==> config.mk <==
export PLATFORM = sky130hd
export DESIGN_NAME = fx2lp_stream_writer
export DESIGN_NICKNAME = d
export VERILOG_FILES = /design/src/rtl/fx2lp_pkg.sv /design/src/rtl/fx2lp_stream_writer.sv
export SDC_FILE = /design/constraint.sdc
export NUM_CORES = 1
export LEC_CHECK = 0
export ABC_AREA = 1
export CORE_ASPECT_RATIO = 0.5
export CORE_MARGIN = 8
export CORE_UTILIZATION = 40
export DETAILED_ROUTE_END_ITERATION = 10
export PLACE_DENSITY_LB_ADDON = 0.12
export SLEW_MARGIN = 15
export SYNTH_ARGS = -nofsm -noshare
export SYNTH_HDL_FRONTEND = slang
export SYNTH_SLANG_ARGS = --single-unit
export TNS_END_PERCENT = 100
==> constraint.sdc <==
create_clock -name clk -period 2.1 [get_ports clk]
set_input_delay 0.42 -clock clk [delete_from_list [all_inputs] [get_ports clk]]
set_output_delay 0.42 -clock clk [all_outputs]
set_load 0.1 [all_outputs]
==> src/rtl/fx2lp_pkg.sv <==
// Shared types and constants for the FX2LP slave-FIFO stream writer.
package fx2lp_pkg;

    typedef enum logic [1:0] {
        ST_STREAM = 2'd0,
        ST_FLUSH  = 2'd1,
        ST_PKTEND = 2'd2
    } state_e;

    localparam logic [1:0] EP2_ADDR = 2'b00;
    localparam logic [1:0] EP4_ADDR = 2'b01;
    localparam logic [1:0] EP6_ADDR = 2'b10;
    localparam logic [1:0] EP8_ADDR = 2'b11;

    localparam int unsigned FLAG_W           = 3;
    localparam int unsigned AF_IDX_DEFAULT   = 0;
    localparam int unsigned FULL_IDX_DEFAULT = 1;

    // Byte lane of a {Q,I} word; lane 0 is the first byte on the FD bus.
    function automatic logic [7:0] byte_lane(input logic [31:0] word, input logic [1:0] idx);
        logic [7:0] lane;
        case (idx)
            2'd0:    lane = word[7:0];
            2'd1:    lane = word[15:8];
            2'd2:    lane = word[23:16];
            default: lane = word[31:24];
        endcase
        return lane;
    endfunction

endpackage

==> src/rtl/fx2lp_stream_writer.sv <==
// Serialises 32-bit {Q,I} words onto the FX2LP 8-bit slave-FIFO bus and commits
// short packets with PKTEND after an idle timeout or when streaming stops.
module fx2lp_stream_writer
    import fx2lp_pkg::*;
#(
    parameter int unsigned PKT_BYTES = 512,
    parameter int unsigned TIMEOUT   = 4096,
    parameter logic [1:0]  EP_ADDR   = EP2_ADDR,
    parameter int unsigned AF_IDX    = AF_IDX_DEFAULT,
    parameter int unsigned FULL_IDX  = FULL_IDX_DEFAULT
) (
    input  logic              clk,
    input  logic              reset,
    input  logic              enable,
    input  logic [31:0]       in_data,
    input  logic              in_valid,
    output logic              in_ready,
    output logic [7:0]        fd,
    output logic              slwr_n,
    output logic              slrd_n,
    output logic              sloe_n,
    output logic [1:0]        fifoadr,
    output logic              pktend_n,
    input  logic [FLAG_W-1:0] flag_n,
    output logic [15:0]       pkt_count
);

    localparam int unsigned BCNT_W = $clog2(PKT_BYTES + 1);
    localparam int unsigned IDLE_W = $clog2(TIMEOUT + 1);

    state_e              r_state;
    state_e              w_next_state;
    logic [FLAG_W-1:0]   r_flag;
    logic [31:0]         r_word;
    logic                r_word_valid;
    logic [1:0]          r_byte_idx;
    logic [7:0]          r_fd;
    logic                r_slwr_n;
    logic                r_pktend_n;
    logic [BCNT_W-1:0]   r_byte_cnt;
    logic [IDLE_W-1:0]   r_idle_cnt;
    logic [15:0]         r_pkt_count;

    logic                w_can_write;
    logic                w_write_now;
    logic                w_in_ready;
    logic                w_accept;
    logic                w_timeout;
    logic                w_flush_req;
    logic                w_pktend_n_nxt;
    logic                w_unused;

    // Flags are active-low: writing is allowed only with both almost-full and full inactive.
    assign w_can_write = r_flag[AF_IDX] & r_flag[FULL_IDX];
    assign w_write_now = r_word_valid & w_can_write;
    assign w_accept    = in_valid & w_in_ready;
    assign w_timeout   = (r_idle_cnt == IDLE_W'(TIMEOUT));
    assign w_unused    = ^r_flag;

    // A word arriving together with the timeout wins; disabling always flushes.
    assign w_flush_req = !r_word_valid && (r_byte_cnt != '0)
                         && (!enable || (w_timeout && !in_valid));

    always_ff @(posedge clk) begin
        if (reset) begin
            r_state <= ST_STREAM;
        end else begin
            r_state <= w_next_state;
        end
    end

    always_comb begin
        w_next_state   = r_state;
        w_in_ready     = 1'b0;
        w_pktend_n_nxt = 1'b1;
        unique case (r_state)
            ST_STREAM: begin
                w_in_ready = enable & (!r_word_valid | ((r_byte_idx == 2'd3) & w_write_now));
                if (w_flush_req) begin
                    w_next_state = ST_FLUSH;
                end
            end
            ST_FLUSH: begin
                if (r_flag[FULL_IDX]) begin
                    w_next_state   = ST_PKTEND;
                    w_pktend_n_nxt = 1'b0;
                end
            end
            ST_PKTEND: begin
                w_next_state = ST_STREAM;
            end
            default: begin
                w_next_state = ST_STREAM;
            end
        endcase
        if (reset) begin
            w_in_ready = 1'b0;
        end
    end

    always_ff @(posedge clk) begin
        if (reset) begin
            r_flag       <= '0;
            r_word       <= '0;
            r_word_valid <= 1'b0;
            r_byte_idx   <= 2'd0;
            r_fd         <= 8'd0;
            r_slwr_n     <= 1'b1;
            r_pktend_n   <= 1'b1;
            r_byte_cnt   <= '0;
            r_idle_cnt   <= '0;
            r_pkt_count  <= 16'd0;
        end else begin
            r_flag     <= flag_n;
            r_pktend_n <= w_pktend_n_nxt;

            if (w_accept) begin
                r_word       <= in_data;
                r_word_valid <= 1'b1;
                r_byte_idx   <= 2'd0;
            end else if (w_write_now) begin
                r_byte_idx <= r_byte_idx + 2'd1;
                if (r_byte_idx == 2'd3) begin
                    r_word_valid <= 1'b0;
                end
            end

            // On a stall fd keeps its last value and only the strobe drops.
            if (w_write_now) begin
                r_fd     <= byte_lane(r_word, r_byte_idx);
                r_slwr_n <= 1'b0;
            end else begin
                r_slwr_n <= 1'b1;
            end

            // Full packets are auto-committed by the FX2; short ones by PKTEND.
            if (r_state == ST_PKTEND) begin
                r_byte_cnt  <= '0;
                r_pkt_count <= r_pkt_count + 16'd1;
            end else if (w_write_now) begin
                if (r_byte_cnt == BCNT_W'(PKT_BYTES - 1)) begin
                    r_byte_cnt  <= '0;
                    r_pkt_count <= r_pkt_count + 16'd1;
                end else begin
                    r_byte_cnt <= r_byte_cnt + BCNT_W'(1);
                end
            end

            if (w_write_now || (r_state == ST_PKTEND)) begin
                r_idle_cnt <= '0;
            end else if (!w_timeout) begin
                r_idle_cnt <= r_idle_cnt + IDLE_W'(1);
            end
        end
    end

    assign in_ready  = w_in_ready;
    assign fd        = r_fd;
    assign slwr_n    = r_slwr_n;
    assign slrd_n    = 1'b1;
    assign sloe_n    = 1'b1;
    assign fifoadr   = EP_ADDR;
    assign pktend_n  = r_pktend_n;
    assign pkt_count = r_pkt_count;

endmodule
==> reports/summary.txt <==
first-pass GRT wire length -> 16.8 mm
CP startpoint kind -> input port
Routed Wire Length -> 9.71 mm
Cells after Synth -> 573
core area -> 10000 µm²
PwrDens -> 748 nW/µm²
total CTS buffers -> 9
worst-path cell chain -> clkdlybuf4s50_1 > inv_2 > nand2_1 > nor2_1 > nand2_1 > inv_1 > buf_12
wire per inst -> 12.4 µm
Setup violations, final -> 0
Setup Buffers After CTS -> 0
initial core utilization -> 0.403
Max-Cap Viols -> 0
Syn-to-layout area delta -> 26.3%
TritonCTS clock tree -> built
# DRC -> 0
Via-to-Cell Ratio -> 4.72
gr busiest metal -> met2
CP Data Arrival Time -> 1.54 ns
async set-reset flop share out of synthesis -> 0
# diodes -> 0
fin area -> 5100 µm²
Final min period -> 1.96 ns
Fin. Hold Viols -> 0
Sink Count -> 88
Worst Path Required -> 1.68 ns
cell mode on critical path -> nand2_1
gpl congestion -> 0.774
Reg clk slew, reported paths -> 0.06 ns
remaining antenna violation count -> 0
initial DRC count -> 215
synth warn -> 0
clk_lat worst skew -> 0.33 ns
H-tree lvl count -> 3
grt ovf -> 0
Largest stage delay, worst path -> 0.43 ns
Seq/Total Area, Yosys -> 0.436
GRT Overall Usage -> 0.150
CP endpoint kind -> output pin
cell at the root of the clock tree -> clkbuf_16
clock skew -> 0.00613 ns
grt met3 use -> 0.0446
leakage power -> 1.99 nW
grt met2 use -> 0.248
Critical-path top delay cell -> clkdlybuf4s50_1
dpl hpwl -> 6.92 mm
die width -> 158 µm
post-synthesis area per instance -> 7.04 µm²
final std cells w/o fill -> 782
Fin Hold WS -> 0.463 ns
placed insts -> 766
share of layout cells above drive strength 1 -> 0.123
Mapped Area -> 4040 µm²
Post-CTS Hold Buffers -> 0
# resized after CTS -> 0
Unique masters post-synth -> 30
status -> completed
port buffer count -> 64
clk buf depth -> 2
routing usage on met1 -> 0.192
Peak Freq -> 509 MHz
row count -> 26
number of global-route vias before repair -> 3459
largest net degree at the start of global routing -> 42
initial antenna violation count -> 0
Worst Hold Class -> reg -> reg
number of synthesized flops with an enable pin -> 0
Setup Total Neg Slack -> 0 ns
Vert. Die Dim -> 87.0 µm
Synth Flop Type -> dfxtp_1
Die Area -> 13800 µm²
fill count -> 1035
crit path max fanout -> 5
period utilization -> 0.935
Vias -> 3689
crit path kind -> in -> out
Layout Nets -> 685
VDD IR-drop max -> 430 µV
num ports -> 70
dpl cell area -> 4760 µm²
First-pass DRT Iterations -> 5
Yosys reg bits -> 88
Slew Viols, Final -> 0
RSZ-0062 raised after global routing -> false
-- cell families after synthesis --
kind of cell / synth area share
AND/OR/NAND/NOR: 0.301
AO/OA/AOI/OAI: 0.143
adder cells (fa/ha/maj): 0.0279
other: 0.00186
buffers and inverters: 0.0794
flip-flops: 0.436
XOR/XNOR: 0.0108
-- cell usage after synthesis (3+ instances only) --
cell      count  share of area
buf_4         7          0.013
dfxtp_1      88           0.44
clkbuf_1     12          0.011
buf_2         3         0.0037
a31o_2        8          0.017
inv_2         3         0.0028
or2_2         4         0.0062
ha_1          9          0.028
a21oi_1      82           0.10
inv_1        40          0.037
nor2_1       56          0.052
nand2_1     179           0.17
buf_6         3         0.0084
xor2_1        4         0.0087
nand3b_1      3         0.0056
o21ai_0      16          0.020
nand3_1      30          0.037
nand4_1       6         0.0093
nor3_1        6         0.0074
-- area by class of cell --
cell class / count / area (µm²) / share of cell area
repair buffers: 78 / 691 / 0.135
flip-flops and latches: 88 / 1760 / 0.346
clock buffers: 9 / 225 / 0.0442
inverters: 44 / 166 / 0.0326
clock inverters: 7 / 118 / 0.0231
multi-input cells: 416 / 1960 / 0.385
well taps: 140 / 175 / 0.0344
-- where the power goes --
part / switching, mW / internal, mW
logic: 0.147 / 0.115
clock network: 0.669 / 1.17
registers: 0.0184 / 1.70
total: 0.834 / 2.98
-- layer usage --
metal	up-vias	share of wire
li1	1972	-
met1	1651	0.48
met2	58	0.47
met3	8	0.044
met4	0	0.0083
met5	-	0
-- cell usage in the layout, fill, tap and decap left out --
master / synthesis / routed
a31o_2: 8 / 8
clkbuf_16: 0 / 9
nand2_4: 1 / 1
nand2_1: 179 / 179
o21a_1: 1 / 1
or2_2: 4 / 4
nand3_4: 1 / 1
inv_2: 3 / 3
o21ai_2: 1 / 1
xor2_1: 4 / 4
inv_1: 40 / 40
clkinv_2: 1 / 3
and3_1: 1 / 1
nor2_1: 56 / 56
nand4_1: 6 / 6
clkdlybuf4s50_1: 0 / 37
inv_6: 0 / 2
nand3_1: 30 / 30
xnor2_1: 1 / 1
nand3b_1: 3 / 3
nand3_2: 2 / 2
a21oi_1: 82 / 82
nor2_4: 1 / 1
dfxtp_1: 88 / 88
nor3_1: 6 / 6
conb_1: 2 / 4
buf_4: 7 / 40
ha_1: 9 / 9
buf_12: 0 / 1
bufinv_16: 0 / 3
o21ai_0: 16 / 16
-- flip-flops by register name (all words and copies together), names as in the netlist --
signal and cells:
fd 8, r_flag 2, r_idle_cnt 13, r_byte_cnt 10, pktend_n 1, slwr_n 1
r_word_valid 1, pkt_count 16, r_byte_idx 2, r_state 2, r_word 32
-- worst max-delay path, delay by kind of cell --
kind	cells	cell delay (ns)
and+or+nand+nor	3	0.31
buffers and inverters	4	0.81
-- stage by stage --
step / utilization / power [mW] / worst slack (ns)
floorplan: - / 1.91 / 0.0461
global placement: 0.475 / 2.02 / 0.107
detailed placement: 0.475 / 2.02 / 0.0587
CTS: 0.509 / 3.86 / 0.110
global route: 0.509 / 3.96 / 0.0102
finish: 0.509 / 3.81 / 0.136
-- path summary, 6_finish.rpt --
check	start	endpoint	slack, ns	cells after the start
max	reset	in_ready	0.14	7
min	r_flag[1]	pktend_n	0.46	1
max reg2reg	r_word_valid	pkt_count[3]	0.45	7
min reg2reg	r_flag[1]	pktend_n	0.46	1
Power figures use the tool's default switching activity.
